### config.mk
export PLATFORM = sky130hd
export DESIGN_NAME = uart_tx_arbiter
export DESIGN_NICKNAME = d
export VERILOG_FILES = /design/src/rtl/uart_tx_arbiter.sv
export SDC_FILE = /design/constraint.sdc
export NUM_CORES = 1
export LEC_CHECK = 0
export ABC_CLOCK_PERIOD_IN_PS = 1600
export CAP_MARGIN = 40
export CORE_MARGIN = 2
export CORE_UTILIZATION = 40
export CTS_CLUSTER_DIAMETER = 40
export CTS_CLUSTER_SIZE = 10
export DETAILED_ROUTE_END_ITERATION = 8
export PLACE_DENSITY = 0.75
export RECOVER_POWER = 100
export REMOVE_ABC_BUFFERS = 1
export SYNTH_ARGS = -nofsm -noshare
export SYNTH_HDL_FRONTEND = slang
export SYNTH_SLANG_ARGS = --single-unit
### constraint.sdc
create_clock -name clk -period 1.6 [get_ports clk]
set_input_delay 0.32 -clock clk [delete_from_list [all_inputs] [get_ports clk]]
set_output_delay 0.32 -clock clk [all_outputs]
set_load 0.1 [all_outputs]
### src/rtl/uart_tx_arbiter.sv
`default_nettype none
// ============================================================================
//  Module      : uart_tx_arbiter
//  Description : Shares one UART transmitter between several requesters.
//                A pending requester is picked round-robin, its word is
//                captured and presented on T_W_o with write_o held high
//                until the UART reports T_locked_i. The arbiter then waits
//                for the UART to go idle before serving the next requester.
//                If the UART never locks within LOCK_TIMEOUT cycles the
//                transfer is dropped and timeout_err_o pulses for one cycle.
//  Ports       :
//    clk            in   system clock, rising edge
//    rst_n          in   asynchronous active-low reset
//    req_i          in   [REQUESTERS]            request level per requester
//    data_i         in   [REQUESTERS*WORD_WIDTH] word of requester i at
//                                                [i*WORD_WIDTH +: WORD_WIDTH]
//    grant_o        out  [REQUESTERS]  one-hot pulse, word captured
//    owner_o        out  [OW]          current / most recent owner index
//    busy_o         out  transfer in progress
//    write_o        out  UART write request
//    T_W_o          out  [WORD_WIDTH]  word presented to the UART
//    T_locked_i     in   UART transmitter busy flag
//    timeout_err_o  out  one-cycle pulse when a transfer is aborted
//  Revision    : 1.0  initial release
// ============================================================================
module uart_tx_arbiter #(
    parameter int REQUESTERS   = 4,
    parameter int WORD_WIDTH   = 8,
    parameter int LOCK_TIMEOUT = 255,
    localparam int OW = (REQUESTERS > 1) ? $clog2(REQUESTERS) : 1
) (
    input  logic                             clk,
    input  logic                             rst_n,
    input  logic [REQUESTERS-1:0]            req_i,
    input  logic [REQUESTERS*WORD_WIDTH-1:0] data_i,
    output logic [REQUESTERS-1:0]            grant_o,
    output logic [OW-1:0]                    owner_o,
    output logic                             busy_o,
    output logic                             write_o,
    output logic [WORD_WIDTH-1:0]            T_W_o,
    input  logic                             T_locked_i,
    output logic                             timeout_err_o
);

    // Timer only has to count up to LOCK_TIMEOUT-1.
    localparam int            TW           = (LOCK_TIMEOUT > 1) ? $clog2(LOCK_TIMEOUT) : 1;
    localparam logic [TW-1:0] TIMER_LIMIT  = TW'(LOCK_TIMEOUT - 1);
    localparam logic [OW-1:0] LAST_RESET   = OW'(REQUESTERS - 1);

    typedef enum logic [1:0] {
        ST_IDLE      = 2'd0,
        ST_WAIT_LOCK = 2'd1,
        ST_WAIT_FREE = 2'd2
    } state_e;

    state_e                  state_q;
    logic [OW-1:0]           last_q;
    logic [TW-1:0]           timer_q;
    logic [REQUESTERS-1:0]   grant_q;
    logic [OW-1:0]           owner_q;
    logic                    busy_q;
    logic                    write_q;
    logic [WORD_WIDTH-1:0]   tw_q;
    logic                    timeout_err_q;

    logic [OW-1:0]           w_sel;
    logic [OW-1:0]           w_idx;
    logic                    w_found;
    logic [REQUESTERS-1:0]   w_onehot;
    logic [WORD_WIDTH-1:0]   w_word;

    // ------------------------------------------------------------------------
    // Round-robin pick: first set request starting just after the last
    // owner, ascending with wrap. Only used when req_i is non-zero.
    // ------------------------------------------------------------------------
    always_comb begin
        w_sel   = last_q;
        w_idx   = '0;
        w_found = 1'b0;
        for (int i = 1; i <= REQUESTERS; i++) begin
            w_idx = OW'((int'(last_q) + i) % REQUESTERS);
            if (!w_found && req_i[w_idx]) begin
                w_sel   = w_idx;
                w_found = 1'b1;
            end
        end
    end

    always_comb begin
        w_onehot = REQUESTERS'(1) << w_sel;
        w_word   = data_i[int'(w_sel)*WORD_WIDTH +: WORD_WIDTH];
    end

    // ------------------------------------------------------------------------
    // Arbitration / handshake state machine with registered outputs.
    // ------------------------------------------------------------------------
    always_ff @(posedge clk or negedge rst_n) begin
        if (!rst_n) begin
            state_q       <= ST_IDLE;
            last_q        <= LAST_RESET;
            timer_q       <= '0;
            grant_q       <= '0;
            owner_q       <= LAST_RESET;
            busy_q        <= 1'b0;
            write_q       <= 1'b0;
            tw_q          <= '0;
            timeout_err_q <= 1'b0;
        end else begin
            // Both strobes are single-cycle pulses.
            grant_q       <= '0;
            timeout_err_q <= 1'b0;

            case (state_q)
                ST_IDLE: begin
                    // A UART locked by someone else blocks new grants.
                    if ((|req_i) && !T_locked_i) begin
                        tw_q    <= w_word;
                        grant_q <= w_onehot;
                        owner_q <= w_sel;
                        last_q  <= w_sel;
                        write_q <= 1'b1;
                        busy_q  <= 1'b1;
                        timer_q <= '0;
                        state_q <= ST_WAIT_LOCK;
                    end
                end

                ST_WAIT_LOCK: begin
                    // Lock is checked first so it wins over a simultaneous
                    // timer expiry.
                    if (T_locked_i) begin
                        write_q <= 1'b0;
                        state_q <= ST_WAIT_FREE;
                    end else if (timer_q == TIMER_LIMIT) begin
                        write_q       <= 1'b0;
                        timeout_err_q <= 1'b1;
                        busy_q        <= 1'b0;
                        state_q       <= ST_IDLE;
                    end else begin
                        timer_q <= timer_q + TW'(1);
                    end
                end

                ST_WAIT_FREE: begin
                    if (!T_locked_i) begin
                        busy_q  <= 1'b0;
                        state_q <= ST_IDLE;
                    end
                end

                default: begin
                    write_q <= 1'b0;
                    busy_q  <= 1'b0;
                    state_q <= ST_IDLE;
                end
            endcase
        end
    end

    assign grant_o       = grant_q;
    assign owner_o       = owner_q;
    assign busy_o        = busy_q;
    assign write_o       = write_q;
    assign T_W_o         = tw_q;
    assign timeout_err_o = timeout_err_q;

endmodule
`default_nettype wire

* Word-level counts from Yosys, hierarchy flattened
Cells that the tools add are included.
** Word-level totals
- Bits in registers :: 27
- Input bits :: 39
- Output and inout bits :: 17
- Logic and storage cells :: 81
** Cells by class
- $add $sub $neg :: 5
- Magnitude comparators :: 4
- Equality and inequality tests :: 9
- Shift operators :: 2
- Muxes and demuxes :: 36
- Bitwise operators :: 1
- Reduce and logical (&&, ||, !) cells :: 16
** Operator list (number)
- 32-bit by 6-bit variable part select with 8-bit output :: 1
- 8-bit two-way mux :: 3
- 2-bit two-way mux :: 8
- 8-bit case mux with 2 select lines :: 1
- 1-bit two-way mux :: 15
- 2-bit by 3-bit less-than comparator with 1-bit output, second input constant :: 4
- 2-bit inequality test, second input constant :: 5
- 8-bit by 1-bit adder with 8-bit output, second input constant :: 1
- 1-bit binary-select mux with 2-bit select :: 4
- 8-bit equality test, second input constant :: 1
- 4-bit two-way mux :: 2
- 4-bit AND reduction :: 2
- 1-bit case mux with 3 select lines :: 2
- 2-bit case mux with 3 select lines :: 1
- 3-bit AND reduction :: 2
- 2-bit by 1-bit adder with 2-bit output, second input constant :: 2
- 2-bit adder, second input constant :: 2
- 1-bit logical AND :: 4
- 1-bit logical NOT :: 4
- 4-bit OR reduction :: 1
- 1-bit by 2-bit left shift with 4-bit output, first input constant :: 1
- 3-bit inequality test, second input constant :: 1
- 2-bit by 1-bit equality test with 1-bit output, second input constant :: 1
- 2-bit equality test, second input constant :: 1
- other kinds (4) :: 4

* Depth between registers and ports, before layout
- Word-level depth :: 16
- Gate-level depth with buffers :: 8
- Depth with buffers taken out :: 7

* Worst setup path before layout
No wires, ideal clock.
- Path kind :: reg-to-reg
- Start :: register owner_o[0] (netlist name)
- End :: register tw_q[4] (netlist: T_W_o[4])
- Library setup time :: 0.132 ns
- Arrival time :: 1.947 ns
- Required time :: 1.468 ns
- Setup slack :: -0.479 ns
- Cell stages (with the launch flop) :: 6
- Path buffers :: 1
- Period minus slack after synthesis :: 2.079 ns
- Cell sequence :: dfstp_2 -> nor3b_2 -> nor3_2 -> buf_2 -> a211oi_1 -> a211oi_2
** RTL lines
- end signal: assignment :: line 117 : tw_q <= w_word;
- end: declaration :: line 63 : logic [WORD_WIDTH-1:0] tw_q;

==> results.cfg <==
[finish]
fillers = 250
final_common_cell = clkdlybuf4s50_1
nets = 282
final_cells = 288
area_delta_synth_final_pct = 79.4
post-route-util = 0.759
mostFrequentLayoutCells = clkdlybuf4s50_1 (32), buf_4 (28), dfrtp_1 (24)
insertedDiodeCount = 0
multi_input_area_sq_um = 1020
seqCellArea_sq_um = 679
drive_gt1_frac = 0.425

[power]
finalPower_mw = 4.46
cellPowerDensity_nw_per_um2 = 1580
leakage_nw = 1.17
ir_worst_vdd_mv = 1.63

[routing]
first_pass_iters = 4
drt-total-wl_um = 5210
avgViaCountPerCell = 5.62
route.vias.total = 1618
drc_errors = 0
drtIter0Drc = 110
wl_per_cell_um = 18.1
detail-route-antenna-nets = 0

[grt]
grt_max_degree = 28
grt_pass1_wl_um = 8110
grt_usage = 0.243
overflow = 0
antenna_found_initial = 0
grt_pass1_vias = 1718

[critical_path]
endpoint_kind = register
cp_max_fo = 4
cp_data_arrival_time_ps = 1860
crit_type = reg -> reg
required_ps = 1760
critPathLaunchType = register

[floorplan]
row_count = 22
dieArea_sq_um = 4450
start_util = 0.423
io_pins = 56
core_sq_um = 3720
die_y_um = 66.7
die_w_um = 66.7

[cts]
cts-root-buf = clkbuf_8
htreeDepth = 1
clk_path_buf_depth = 2
clk_latency_ps = 270
cts_tree = done
numCtsBuffers = 3
clk_transition_reported_paths_ps = 100
clock_sinks = 27

[timing]
finalSetupViolations = 9
skew_ps = 4.99
tightest_slew_ps = 683
fin_crit_sh = 1.06
worst_slack_ps = -97.8
fmax_mhz = 589
rsz0062_at_grt = true
setup_tns_ps = -518
hold_viol_final = 0
hold_slack_ps = 536
post-route-min-period_ps = 1700
drv_slew = 0
max_slew_margin = 0.545

[placement]
dp_hpwl_um = 3180
port-buffer-count = 55
place_congestion = 0.934
dpl.cell_count = 271

[min_path]
hold_class = reg -> reg

[job]
maxCapViolations = 0

[logic_synthesis]
synth_area_leaders = dfrtp_1 (40%), mux2i_1 (5.1%), nor2_1 (5.0%), a211oi_1 (4.8%), a211oi_2 (4.8%)
syn-cell-area_sq_um = 1570
yosys_warnings = 0
avgSynthCellArea_sq_um = 10.3
synth.distinct_cells = 35
post-synth-top-area-cell = dfrtp_1
ys_ff_latch = 27
synthCells = 152
yosysTopAreaCellShare = 0.398
yosysSeqAreaShare = 0.431

[status]
violations = setup timing
status = complete, but fails checks
[routing by layer]
metal / wire, um / GRT usage
met5: 0 / 0
met4: 146 / 0.105
met3: 334 / 0.0524
met2: 2820 / 0.426
met1: 1910 / 0.284
[per-stage QoR]
step,area [sq um],setup slack (ps)
after global routing,2820,-146
after CTS,2720,-34.0
after global placement,2480,-499
final,2820,-97.8
after floorplan,1510,-982
after detailed placement,2480,-502
[cell type report]
cell class	instances	share of cell area
Clock buffer	4	0.0160
Inverter	5	0.00665
Multi-Input combinational cell	114	0.361
Sequential cell	27	0.241
Tap cell	48	0.0213
Timing Repair Buffer	90	0.354
[Yosys cell counts]
cell      number
nand2b_1       4
nor3_1         4
nor4b_4        1
nand3_1        3
a21o_1         1
o211ai_2       1
or2b_1         1
nand2_1        6
ha_1           2
and2_1         1
and4_1         1
and3_1         3
dfrtp_1       25
a211oi_2       6
buf_2          4
and2_4         1
o31a_1         8
nor3b_1        1
buf_4          1
nor4_2         4
nor2_1        21
a211oi_1      10
a21oi_1        3
a211o_1        1
dfstp_2        2
inv_1          5
nor3_2         1
nor3b_2        1
o21ai_0        9
o41ai_1        1
or2_2          1
mux2i_1        8
buf_6          3
xnor2_1        6
a21oi_2        2
[what timing repair did]
action                                 CTS  global route
hold buffers                             0             0
gates cloned                             3             0
setup buffers                            7             3
gates resized for setup                 32            25
endpoints found under the hold margin    0             0
pin swaps                                9            15
setup endpoints to repair               21            22
[power breakdown]
| part | switching, mW | total [mW] | internal, mW |
|---|---|---|---|
| Combinational | 1.81 | 3.02 | 1.21 |
| Clock | 0.214 | 0.392 | 0.178 |
| Sequential | 0.190 | 1.05 | 0.858 |
| Total | 2.22 | 4.46 | 2.25 |
[state kept, by name (all words and copies together) (netlist names)]
| signal | count |
|---|---|
| T_W_o | 8 |
| timer_q | 8 |
| grant_o | 4 |
| owner_o | 2 |
| state_q | 2 |
| busy_o | 1 |
| timeout_err_o | 1 |
| write_o | 1 |
[kinds of logic (layout without fill, tap and decap cells)]
family / after synthesis / count (layout) / synth area share
XOR/XNOR: 6 / 6 / 0.0334
multiplexers: 8 / 8 / 0.0509
AND/OR/NAND/NOR: 54 / 55 / 0.204
flip-flops: 27 / 27 / 0.431
AO/OA/AOI/OAI: 42 / 43 / 0.213
adder cells (fa/ha/maj): 2 / 2 / 0.0159
buffers and inverters: 13 / 99 / 0.0509
[path summary, 6_finish.rpt]
kind                                  from  cells after the start  slack (ps)          to
max in group asynchronous            rst_n                      2         520  state_q[0]
worst max-delay path            owner_o[0]                      6        -100    T_W_o[6]
worst min register to register  owner_o[0]                      2         540  owner_o[0]
worst min-delay path            owner_o[0]                      2         540  owner_o[0]
min in group asynchronous            rst_n                      2         610  timer_q[4]
worst max register to register  owner_o[0]                      6        -100    T_W_o[6]
[critical path: stages, from the launching register on]
cell,delay (ps)
dfstp_2,570
nand2b_4,140
a21o_1,230
o211ai_1,170
buf_4,180
a211oi_1,210
a211oi_1,80
No activity file was read; power rests on OpenSTA's default activity.
